[src/rtl/sr_register_write_arbiter_pkg.sv]
// Shared definitions for the SR-register write arbiter: FSM encoding,
// default register width and a helper for index widths.
package sr_ctrl_pkg;

  localparam int unsigned W_DEFAULT = 8;

  localparam logic [1:0] ST_IDLE    = 2'd0;
  localparam logic [1:0] ST_DRIVE   = 2'd1;
  localparam logic [1:0] ST_CAPTURE = 2'd2;
  localparam logic [1:0] ST_ACK     = 2'd3;

  // Width of a requester index; a single requester still needs one bit.
  function automatic int unsigned idx_width(input int unsigned n);
    return (n > 1) ? $clog2(n) : 1;
  endfunction

endpackage

[src/rtl/sr_register_write_arbiter_if.sv]
// Requester/register bus of the SR-register write arbiter.
// master: requester side plus the register readback; slave: the arbiter.
interface sr_register_write_arbiter_if
  import sr_ctrl_pkg::*;
#(
  parameter int unsigned N = 4,
  parameter int unsigned W = W_DEFAULT
);

  logic [N-1:0]   req;
  logic [N*W-1:0] wdata;
  logic [W-1:0]   q;
  logic [N-1:0]   gnt;
  logic [N-1:0]   done;
  logic [W-1:0]   s;
  logic [W-1:0]   r;
  logic           busy;
  logic           err;

  modport master (
    output req, wdata, q,
    input  gnt, done, s, r, busy, err
  );

  modport slave (
    input  req, wdata, q,
    output gnt, done, s, r, busy, err
  );

endinterface

[src/rtl/sr_register_write_arbiter_rr_arbiter.sv]
// Combinational round-robin pick: first requester at or after ptr, wrapping.
module rr_arbiter
  import sr_ctrl_pkg::*;
#(
  parameter int unsigned N  = 4,
  parameter int unsigned IW = idx_width(N)
) (
  input  logic [N-1:0]  req,
  input  logic [IW-1:0] ptr,
  output logic [N-1:0]  gnt_c,
  output logic [IW-1:0] idx_c
);

  logic [N-1:0] upper;
  logic [N-1:0] pick;

  // Prefer requesters at/after the pointer; otherwise wrap to the lowest index.
  always_comb begin
    upper = '0;
    for (int unsigned b = 0; b < N; b++) begin
      upper[b] = req[b] && (IW'(b) >= ptr);
    end
    pick  = (|upper) ? upper : req;
    gnt_c = '0;
    idx_c = '0;
    for (int b = int'(N) - 1; b >= 0; b--) begin
      if (pick[b]) begin
        gnt_c    = '0;
        gnt_c[b] = 1'b1;
        idx_c    = IW'(b);
      end
    end
  end

endmodule

[src/rtl/sr_register_write_arbiter.sv]
// Round-robin write arbiter for a shared SR-flip-flop register.
// Each write: latch data, drive s/r for one cycle, wait for the register,
// then pulse done. s and r are never both high.
// Each registered output reflects the FSM phase of the previous cycle, so
// s/r appear one edge after the grant and done/err three edges after it.
// Optional macro READBACK_VERIFY_EN: compare readback q with the written
// byte and flag err together with done.
module sr_register_write_arbiter
  import sr_ctrl_pkg::*;
#(
  parameter int unsigned N = 4,
  parameter int unsigned W = W_DEFAULT
) (
  input logic                        clk,
  input logic                        rst_n,
  sr_register_write_arbiter_if.slave bus
);

  localparam int unsigned IW = idx_width(N);

  logic [1:0]    st,     st_nxt;
  logic [IW-1:0] ptr,    ptr_nxt;
  logic [IW-1:0] idx,    idx_nxt;
  logic [W-1:0]  dlat,   dlat_nxt;
  logic [N-1:0]  gnt_q,  gnt_nxt;
  logic [N-1:0]  done_q, done_nxt;
  logic [W-1:0]  s_q,    s_nxt;
  logic [W-1:0]  r_q,    r_nxt;
  logic          busy_q, busy_nxt;
  logic          err_q,  err_nxt;

  logic [N-1:0]  arb_gnt_c;
  logic [IW-1:0] arb_idx_c;
  logic [W-1:0]  lane_c;

  rr_arbiter #(.N(N), .IW(IW)) u_rr_arbiter (
    .req   (bus.req),
    .ptr   (ptr),
    .gnt_c (arb_gnt_c),
    .idx_c (arb_idx_c)
  );

  // Data lane of the requester the arbiter would grant this cycle.
  always_comb begin
    lane_c = '0;
    for (int unsigned k = 0; k < N; k++) begin
      if (arb_idx_c == IW'(k)) lane_c = bus.wdata[k*W +: W];
    end
  end

`ifndef READBACK_VERIFY_EN
  logic unused_q_c;
  assign unused_q_c = ^bus.q;
`endif

  // Next-state and next-output decode.
  always_comb begin
    st_nxt   = st;
    ptr_nxt  = ptr;
    idx_nxt  = idx;
    dlat_nxt = dlat;
    gnt_nxt  = gnt_q;
    done_nxt = '0;
    s_nxt    = '0;
    r_nxt    = '0;
    err_nxt  = 1'b0;
    case (st)
      ST_IDLE: begin
        if (|bus.req) begin
          idx_nxt  = arb_idx_c;
          gnt_nxt  = arb_gnt_c;
          dlat_nxt = lane_c;
          st_nxt   = ST_DRIVE;
        end else begin
          gnt_nxt = '0;
        end
      end
      ST_DRIVE: begin
        s_nxt  = dlat;
        r_nxt  = ~dlat;
        st_nxt = ST_CAPTURE;
      end
      ST_CAPTURE: begin
        st_nxt = ST_ACK;
      end
      ST_ACK: begin
        done_nxt = gnt_q;
`ifdef READBACK_VERIFY_EN
        // Case inequality so an undefined readback also flags an error.
        err_nxt  = (bus.q !== dlat);
`endif
        ptr_nxt  = (idx == IW'(N - 1)) ? '0 : idx + IW'(1);
        st_nxt   = ST_IDLE;
      end
      default: st_nxt = ST_IDLE;
    endcase
    busy_nxt = (st_nxt != ST_IDLE);
  end

  // State, pointer, latched data and registered outputs.
  always_ff @(posedge clk or negedge rst_n) begin
    if (!rst_n) begin
      st     <= ST_IDLE;
      ptr    <= '0;
      idx    <= '0;
      dlat   <= '0;
      gnt_q  <= '0;
      done_q <= '0;
      s_q    <= '0;
      r_q    <= '0;
      busy_q <= 1'b0;
      err_q  <= 1'b0;
    end else begin
      st     <= st_nxt;
      ptr    <= ptr_nxt;
      idx    <= idx_nxt;
      dlat   <= dlat_nxt;
      gnt_q  <= gnt_nxt;
      done_q <= done_nxt;
      s_q    <= s_nxt;
      r_q    <= r_nxt;
      busy_q <= busy_nxt;
      err_q  <= err_nxt;
    end
  end

  assign bus.gnt  = gnt_q;
  assign bus.done = done_q;
  assign bus.s    = s_q;
  assign bus.r    = r_q;
  assign bus.busy = busy_q;
  assign bus.err  = err_q;

endmodule

[src/flat_wrapper.sv]
// flat-port wrapper written by rule: the top's interface ports become plain ports
module sr_register_write_arbiter_flat import sr_ctrl_pkg::*;
#(
  parameter int unsigned N = 4,
  parameter int unsigned W = W_DEFAULT
)
  (clk, rst_n, bus_req, bus_wdata, bus_q, bus_gnt, bus_done, bus_s, bus_r, bus_busy, bus_err);
  sr_register_write_arbiter_if #(.N(N), .W(W)) bus_i ();
  input logic clk;
  input logic rst_n;
  input wire logic [$bits(bus_i.req)-1:0] bus_req;
  input wire logic [$bits(bus_i.wdata)-1:0] bus_wdata;
  input wire logic [$bits(bus_i.q)-1:0] bus_q;
  output wire logic [$bits(bus_i.gnt)-1:0] bus_gnt;
  output wire logic [$bits(bus_i.done)-1:0] bus_done;
  output wire logic [$bits(bus_i.s)-1:0] bus_s;
  output wire logic [$bits(bus_i.r)-1:0] bus_r;
  output wire logic [$bits(bus_i.busy)-1:0] bus_busy;
  output wire logic [$bits(bus_i.err)-1:0] bus_err;
  assign bus_i.req = bus_req;
  assign bus_i.wdata = bus_wdata;
  assign bus_i.q = bus_q;
  assign bus_gnt = bus_i.gnt;
  assign bus_done = bus_i.done;
  assign bus_s = bus_i.s;
  assign bus_r = bus_i.r;
  assign bus_busy = bus_i.busy;
  assign bus_err = bus_i.err;
  sr_register_write_arbiter #(.N(N), .W(W)) u_core (.clk(clk), .rst_n(rst_n), .bus(bus_i));
endmodule
[config.mk]
export PLATFORM = sky130hd
export DESIGN_NAME = sr_register_write_arbiter_flat
export DESIGN_NICKNAME = d
export VERILOG_FILES = /design/src/rtl/sr_register_write_arbiter_pkg.sv /design/src/rtl/sr_register_write_arbiter_if.sv /design/src/rtl/sr_register_write_arbiter_rr_arbiter.sv /design/src/rtl/sr_register_write_arbiter.sv /design/src/flat_wrapper.sv
export SDC_FILE = /design/constraint.sdc
export NUM_CORES = 1
export LEC_CHECK = 0
export ABC_AREA = 1
export CAP_MARGIN = 10
export CORE_ASPECT_RATIO = 0.6
export CORE_MARGIN = 5
export CORE_UTILIZATION = 43
export CTS_CLUSTER_DIAMETER = 30
export DETAILED_ROUTE_END_ITERATION = 6
export GPL_ROUTABILITY_DRIVEN = 0
export PLACE_DENSITY = 0.89
export SLEW_MARGIN = 15
export SYNTH_ARGS = -nofsm -noshare
export SYNTH_HDL_FRONTEND = slang
export SYNTH_SLANG_ARGS = --single-unit
[constraint.sdc]
create_clock -name clk -period 1.65 [get_ports clk]
set_input_delay 0.165 -clock clk [delete_from_list [all_inputs] [get_ports clk]]
set_output_delay 0.165 -clock clk [all_outputs]
set_load 0.01 [all_outputs]
==> flow_metrics.py, run 1 <==
metrics = {
    "timing": {
        "report.final.slew_viol_count": 0,
        "fin_crit_sh_pct": 100,
        "rsz0062_at_grt": "yes",
        "finalSetupViolations": 1,
        "max-slew-margin-rel_pct": 53.1,
        "min_period_ns": 1.65,
        "setup_slack_ns": -0.00280,
        "worst_pin_slew_ns": 0.703,
        "finalHoldViolCount": 0,
        "fmax_ghz": 0.605,
        "clock_skew_ns": 0.00470,
    },
    "layout": {
        "utilization_pct": 72.1,
        "antennaDiodeCount": 0,
        "area_growth_pct": 63.7,
        "fin_cells": 364,
        "nets": 354,
        "drive_gt1_share_pct": 19.4,
    },
    "drt": {
        "vias": 1712,
        "via_per_inst": 4.70,
        "ant_nets": 0,
        "drc": 0,
        "first_iter_violations": 95,
        "routed_wl_microns": 5170,
        "routedWlPerCell_microns": 14.2,
        "drt_pass1_iterations": 4,
    },
    "worst_setup_path": {
        "slowest_stage": "dfrtp_1",
        "crit_top_cell": "nand2_1",
        "critPathMaxFanout": 5,
        "critPathKind": "reg2reg",
        "r2r_cells": 10,
        "cp-start-kind": "register",
        "worst_ep_required_time_ns": 1.83,
        "reg2reg_from": "u_core.ptr[1]$_DFFE_PN0N_",
        "rr_endpoint": "u_core.dlat[7]$_DFFE_PN0P_",
        "crit_buf_inv": 2,
        "reg2reg_slack_ns": -0.003,
        "cp_top_family": "simple AND/OR/NAND/NOR gates",
        "cp-end-kind": "register",
        "critical-path-max-stage-delay_ns": 0.44,
        "worstPathCellList": "inv_2 -> a21oi_4 -> nand3_2 -> nand2_4 -> buf_4 -> nor2_4 -> nand2_1 -> nand2_1 -> o21ai_1 -> nand2_1",
        "arrival_ns": 1.83,
    },
    "clocking": {
        "root_buffer": "clkbuf_8",
        "cts_buffers": 5,
        "htreeDepth": 2,
        "cts_tree": "yes",
        "clock_latency_ns": 0.29,
        "clockBufferDepth": 2,
        "cts.sinks": 39,
        "path_clk_slew_ns": 0.07,
    },
    "synth": {
        "ys_top_cells_by_count": "nand2_1, dfrtp_1, nor2_1, inv_1, nand3_1",
        "synthMuxAreaShare_pct": 0,
        "syn_avg_cell_area_sq_um": 8.35,
        "synth_most_common_cell": "nand2_1",
        "ys_warn_count": 0,
        "netlist_instances": 215,
        "syn_area_sq_um": 1800,
        "synthFlopType": "dfrtp_1",
        "synth.top_cell.area_share_pct": 54.4,
        "yosys.area_share.adder_pct": 3.48,
        "yosys.area_share.simple_pct": 30.0,
        "synth_cell_type_count": 24,
        "synth-seq-cells": 39,
        "synth_xor_area_share_pct": 0,
        "async_flop_share_pct": 100,
        "synth_area_leaders": "dfrtp_1, nand2_1, nor2_1",
        "synth_edf_count": 0,
        "synth_nets": 266,
        "synth_area_leader_cell": "dfrtp_1",
        "seq_area_frac_synth_pct": 54.4,
        "synth_top_family_by_area": "simple AND/OR/NAND/NOR gates",
        "synth_compound_area_share_pct": 5.23,
    },
    "worst_hold_path": {
        "min_from": "u_core.dlat[0]$_DFFE_PN0P_",
        "hold_class": "reg2reg",
        "holdPathEnd": "u_core.bus.r[0]$_DFF_PN0_",
        "hold_depth": 1,
    },
    "power": {
        "p_per_area_nw_per_um2": 1610,
        "peakVddDrop_v": 0.000803,
        "comb_power_share_pct": 47.9,
        "seq_power_share_pct": 32.4,
        "internal_power_uw": 2970,
        "clkPwrFrac_pct": 19.7,
        "power_uw": 4720,
        "p_leak_uw": 0.00149,
        "swShare_pct": 37.2,
        "p_switching_uw": 1760,
    },
    "run_status": {
        "violations": "negative setup slack",
        "status": "finished, violations left",
    },
    "global_route": {
        "grt_antenna_before_repair": 0,
        "overflow": 0,
        "grt_usage_pct": 17.6,
        "grt_pass1_wl_microns": 7410,
        "first_global_vias": 1572,
        "grt_max_degree": 32,
    },
    "floorplanning": {
        "pin_count": 72,
        "fp.dieW_microns": 93.4,
        "start_util_pct": 44.0,
        "core-area_sq_um": 4080,
        "die_h_microns": 60.1,
        "placementRows": 18,
        "die_area_sq_um": 5610,
    },
    "job": {
        "max_cap_violations": 0,
    },
    "place": {
        "place_inst": 351,
        "port_buffers": 62,
        "hpwl_microns": 3510,
    },
}
==> timing repair <==
| item | in CTS | in global routing |
|---|---|---|
| cloned | 0 | 3 |
| hold buffers | 1 | 0 |
| setup endpoints to repair | 7 | 9 |
| setup buffers | 0 | 1 |
| pin swaps | 0 | 13 |
| gates resized for setup | 2 | 33 |
| hold endpoints to repair | 30 | 0 |
==> cell families after synthesis <==
logic type,count (synthesis)
adders and majority gates,5
AOI/OAI and AO/OA,17
and+or+nand+nor,126
other,1
DFF,39
buffers and inverters,27
==> metal layers <==
metal / share of wire [%] / up-vias / GRT usage [%]
met1: 43 / 785 / 23.9
met5: 0 / - / 0
met2: 49 / 66 / 27.7
li1: - / 855 / -
met3: 6.9 / 6 / 4.03
met4: 1.2 / 0 / 6.47
==> registers in the layout (all words and copies together), names as in the netlist <==
register,flops
u_core.bus.r,8
u_core.bus.s,8
u_core.dlat,8
u_core.bus.done,4
u_core.bus.gnt,4
u_core.idx,2
u_core.ptr,2
u_core.st,2
u_core.bus.busy,1
==> cell type report <==
type	instances	area, sq um
Tap cell	60	75.1
Inverter	22	90.1
Multi-Input combinational cell	152	882
Sequential cell	39	976
Fill cell	299	1140
Clock inverter	2	60.1
Timing Repair Buffer	83	783
Clock buffer	6	72.6
==> worst max path at each step <==
stage / from / endpoint / slack (ns) / cells past startpoint
after floorplan: u_core.ptr[1]$_DFFE_PN0N_ / u_core.dlat[0]$_DFFE_PN0P_ / 0.20 / 10
after global placement: bus_req[3] / u_core.dlat[0]$_DFFE_PN0P_ / -0.10 / 10
after global routing: u_core.ptr[1]$_DFFE_PN0N_ / u_core.dlat[5]$_DFFE_PN0P_ / -0.09 / 11
after detailed placement: bus_req[3] / u_core.dlat[7]$_DFFE_PN0P_ / -0.20 / 10
after CTS: u_core.ptr[1]$_DFFE_PN0N_ / u_core.dlat[7]$_DFFE_PN0P_ / 0.006 / 10
final: u_core.ptr[1]$_DFFE_PN0N_ / u_core.dlat[7]$_DFFE_PN0P_ / -0.003 / 10
==> power groups by stage <==
stage | logic, uW | clock network [uW] | registers [uW]
6_report | 2260 | 928 | 1530
5_1_grt | 2460 | 990 | 1580
4_1_cts | 1970 | 942 | 1520
3_5_place_dp | 1950 | 0 | 1540
3_3_place_gp | 1870 | 0 | 1520
2_1_floorplan | 934 | 0 | 1610
==> placed cells by master (no fill, tap or decap), types with 2 or more instances in the layout <==
cell type and count:
buf_4 18, buf_6 2, bufinv_16 2, clkbuf_8 5
clkdlybuf4s50_1 61, dfrtp_1 39, ha_1 4, inv_1 20
nand2_1 72, nand2_2 2, nand2_4 4, nand3_1 3
nand3_2 7, nand3_4 3, nand4_1 3, nand4_4 2
nor2_1 26, nor2_4 3, o21ai_0 7, o21ai_1 6
or2_2 2
==> stage by stage <==
step	area (sq um)	hold WS, ns	setup WS, ns	setup TNS [ns]
finish	2940	0.447	-0.00280	-0.00280
global placement	2600	0.228	-0.102	-0.901
global route	2940	0.471	-0.0903	-0.589
detailed placement	2600	0.237	-0.202	-1.88
CTS	2750	0.450	0.00629	0
floorplan	1800	-0.131	0.195	0
(Power assumes the default switching activity.)
==> run 2: changes to the inputs <==
--- a/config.mk
+++ b/config.mk
@@ -18,3 +18,4 @@
 export SYNTH_ARGS = -nofsm -noshare
 export SYNTH_HDL_FRONTEND = slang
 export SYNTH_SLANG_ARGS = --single-unit
+export TNS_END_PERCENT = 30
==> run 2 against run 1 <==
Effect of this change:
- the flow now finishes without violations
- worst setup slack better by 0.0041 ns
- wire length down 3.9%
- core utilization fell by 0.68 points
- critical endpoint is now u_core.dlat[1]$_DFFE_PN0P_
- largest cell class unchanged
==> flow_metrics.py, run 2 (same netlist as run 1, synthesis figures left out) <==
metrics = {
    "run_status": {
        "status": "finished clean",
    },
    "timing": {
        "max-slew-margin-rel_pct": 53.0,
        "setup_slack_ns": 0.00128,
        "fin_crit_sh_pct": 99.9,
        "setup_tns_ns": 0,
        "finalSetupViolations": 0,
        "report.final.slew_viol_count": 0,
        "clock_skew_ns": 0.00586,
        "worst_pin_slew_ns": 0.706,
        "min_period_ns": 1.65,
        "fmax_ghz": 0.607,
        "finalHoldViolCount": 0,
        "rsz0062_at_grt": "yes",
    },
    "layout": {
        "fillers": 303,
        "final_area_sq_um": 2910,
        "layout_common_cells": "nand2_1, clkdlybuf4s50_1, dfrtp_1",
        "drive_gt1_share_pct": 17.4,
        "antennaDiodeCount": 0,
        "nets": 354,
        "final_common_cell": "nand2_1",
        "area_growth_pct": 62.2,
    },
    "clocking": {
        "root_buffer": "clkbuf_8",
        "path_clk_slew_ns": 0.07,
        "clock_latency_ns": 0.29,
        "cts_tree": "yes",
        "cts.sinks": 39,
        "htreeDepth": 2,
        "cts_buffers": 5,
        "clockBufferDepth": 2,
    },
    "worst_setup_path": {
        "r2r_cells": 10,
        "reg2reg_from": "u_core.ptr[1]$_DFFE_PN0N_",
        "critPathKind": "reg2reg",
        "critical-path-max-stage-delay_ns": 0.43,
        "reg2reg_slack_ns": 0.001,
        "slowest_stage": "dfrtp_1",
        "crit_buf_inv": 2,
        "worst_ep_required_time_ns": 1.83,
        "critPathMaxFanout": 5,
        "rr_endpoint": "u_core.dlat[1]$_DFFE_PN0P_",
        "cp-start-kind": "register",
        "cp_top_family": "simple AND/OR/NAND/NOR gates",
        "arrival_ns": 1.82,
        "cp-end-kind": "register",
        "worstPathCellList": "inv_2 -> a21oi_4 -> nand3_2 -> nand2_4 -> buf_4 -> nor2_4 -> nand2_1 -> nand2_1 -> o21ai_1 -> nand2_1",
        "crit_top_cell": "nand2_1",
    },
    "drt": {
        "drc": 0,
        "routed_wl_microns": 4960,
        "first_iter_violations": 72,
        "routedWlPerCell_microns": 13.6,
        "via_per_inst": 4.68,
        "drt_pass1_iterations": 4,
        "ant_nets": 0,
        "vias": 1702,
    },
    "power": {
        "p_leak_uw": 0.00148,
        "p_per_area_nw_per_um2": 1610,
        "power_uw": 4680,
        "peakVddDrop_v": 0.000803,
    },
    "floorplanning": {
        "fp.dieW_microns": 93.4,
        "start_util_pct": 44.0,
        "pin_count": 72,
        "placementRows": 18,
        "die_h_microns": 60.1,
        "core-area_sq_um": 4080,
        "die_area_sq_um": 5610,
    },
    "global_route": {
        "grt_usage_pct": 17.6,
        "overflow": 0,
        "grt_max_degree": 32,
        "grt_pass1_wl_microns": 7410,
        "first_global_vias": 1572,
        "grt_antenna_before_repair": 0,
    },
    "worst_hold_path": {
        "holdPathEnd": "u_core.bus.r[0]$_DFF_PN0_",
        "min_from": "u_core.dlat[0]$_DFFE_PN0P_",
        "hold_depth": 1,
        "hold_class": "reg2reg",
    },
    "place": {
        "port_buffers": 62,
        "place_area_sq_um": 2600,
        "hpwl_microns": 3510,
        "place_ws_ns": -0.202,
    },
    "job": {
        "max_cap_violations": 0,
    },
}
run 2: layout make-up:
class / instances / area (sq um) / area share (%)
repair buffers: 83 / 783 / 26.9
well taps: 60 / 75.1 / 2.58
flip-flops and latches: 39 / 976 / 33.5
multi-input cells: 152 / 855 / 29.4
clock inverters: 2 / 60.1 / 2.06
inverters: 22 / 90.1 / 3.09
clock buffers: 6 / 72.6 / 2.49
run 2: worst max-delay path by stage:
stage	start	to	slack (ns)	cells after the start
floorplan	u_core.ptr[1]$_DFFE_PN0N_	u_core.dlat[0]$_DFFE_PN0P_	0.20	10
global placement	bus_req[3]	u_core.dlat[0]$_DFFE_PN0P_	-0.10	10
detailed placement	bus_req[3]	u_core.dlat[7]$_DFFE_PN0P_	-0.20	10
CTS	u_core.ptr[1]$_DFFE_PN0N_	u_core.dlat[7]$_DFFE_PN0P_	0.006	10
global route	u_core.ptr[1]$_DFFE_PN0N_	u_core.dlat[7]$_DFFE_PN0P_	-0.09	11
finish	u_core.ptr[1]$_DFFE_PN0N_	u_core.dlat[1]$_DFFE_PN0P_	0.001	10
run 2: per-stage QoR:
stage	util (%)	instances	hold WS, ns
2_1_floorplan	-	215	-0.131
4_1_cts	67.4	360	0.450
5_1_grt	71.4	364	0.471
3_5_place_dp	63.8	351	0.237
3_3_place_gp	63.8	351	0.228
6_report	71.4	364	0.445
run 2: metal layers:
| layer | vias up | GRT usage, % | part of all wire, % |
|---|---|---|---|
| met3 | 7 | 4.03 | 7.1 |
| met5 | - | 0 | 0 |
| met4 | 0 | 6.47 | 1.2 |
| met2 | 67 | 27.7 | 48 |
| met1 | 774 | 23.9 | 43 |
| li1 | 854 | - | - |
run 2: power by group:
part	switching, uW	internal, uW
Combinational	1190	1030
Clock	323	604
Sequential	205	1330
Total	1720	2960
run 2: what timing repair did:
| item | 4_1_cts | 5_1_grt |
|---|---|---|
| cloned | 0 | 3 |
| hold buffers | 1 | 0 |
| hold endpoints to repair | 30 | 0 |
| buffers inserted | 0 | 1 |
| resized for setup | 2 | 27 |
| pin swaps | 0 | 10 |
| endpoints found under the setup margin | 7 | 9 |
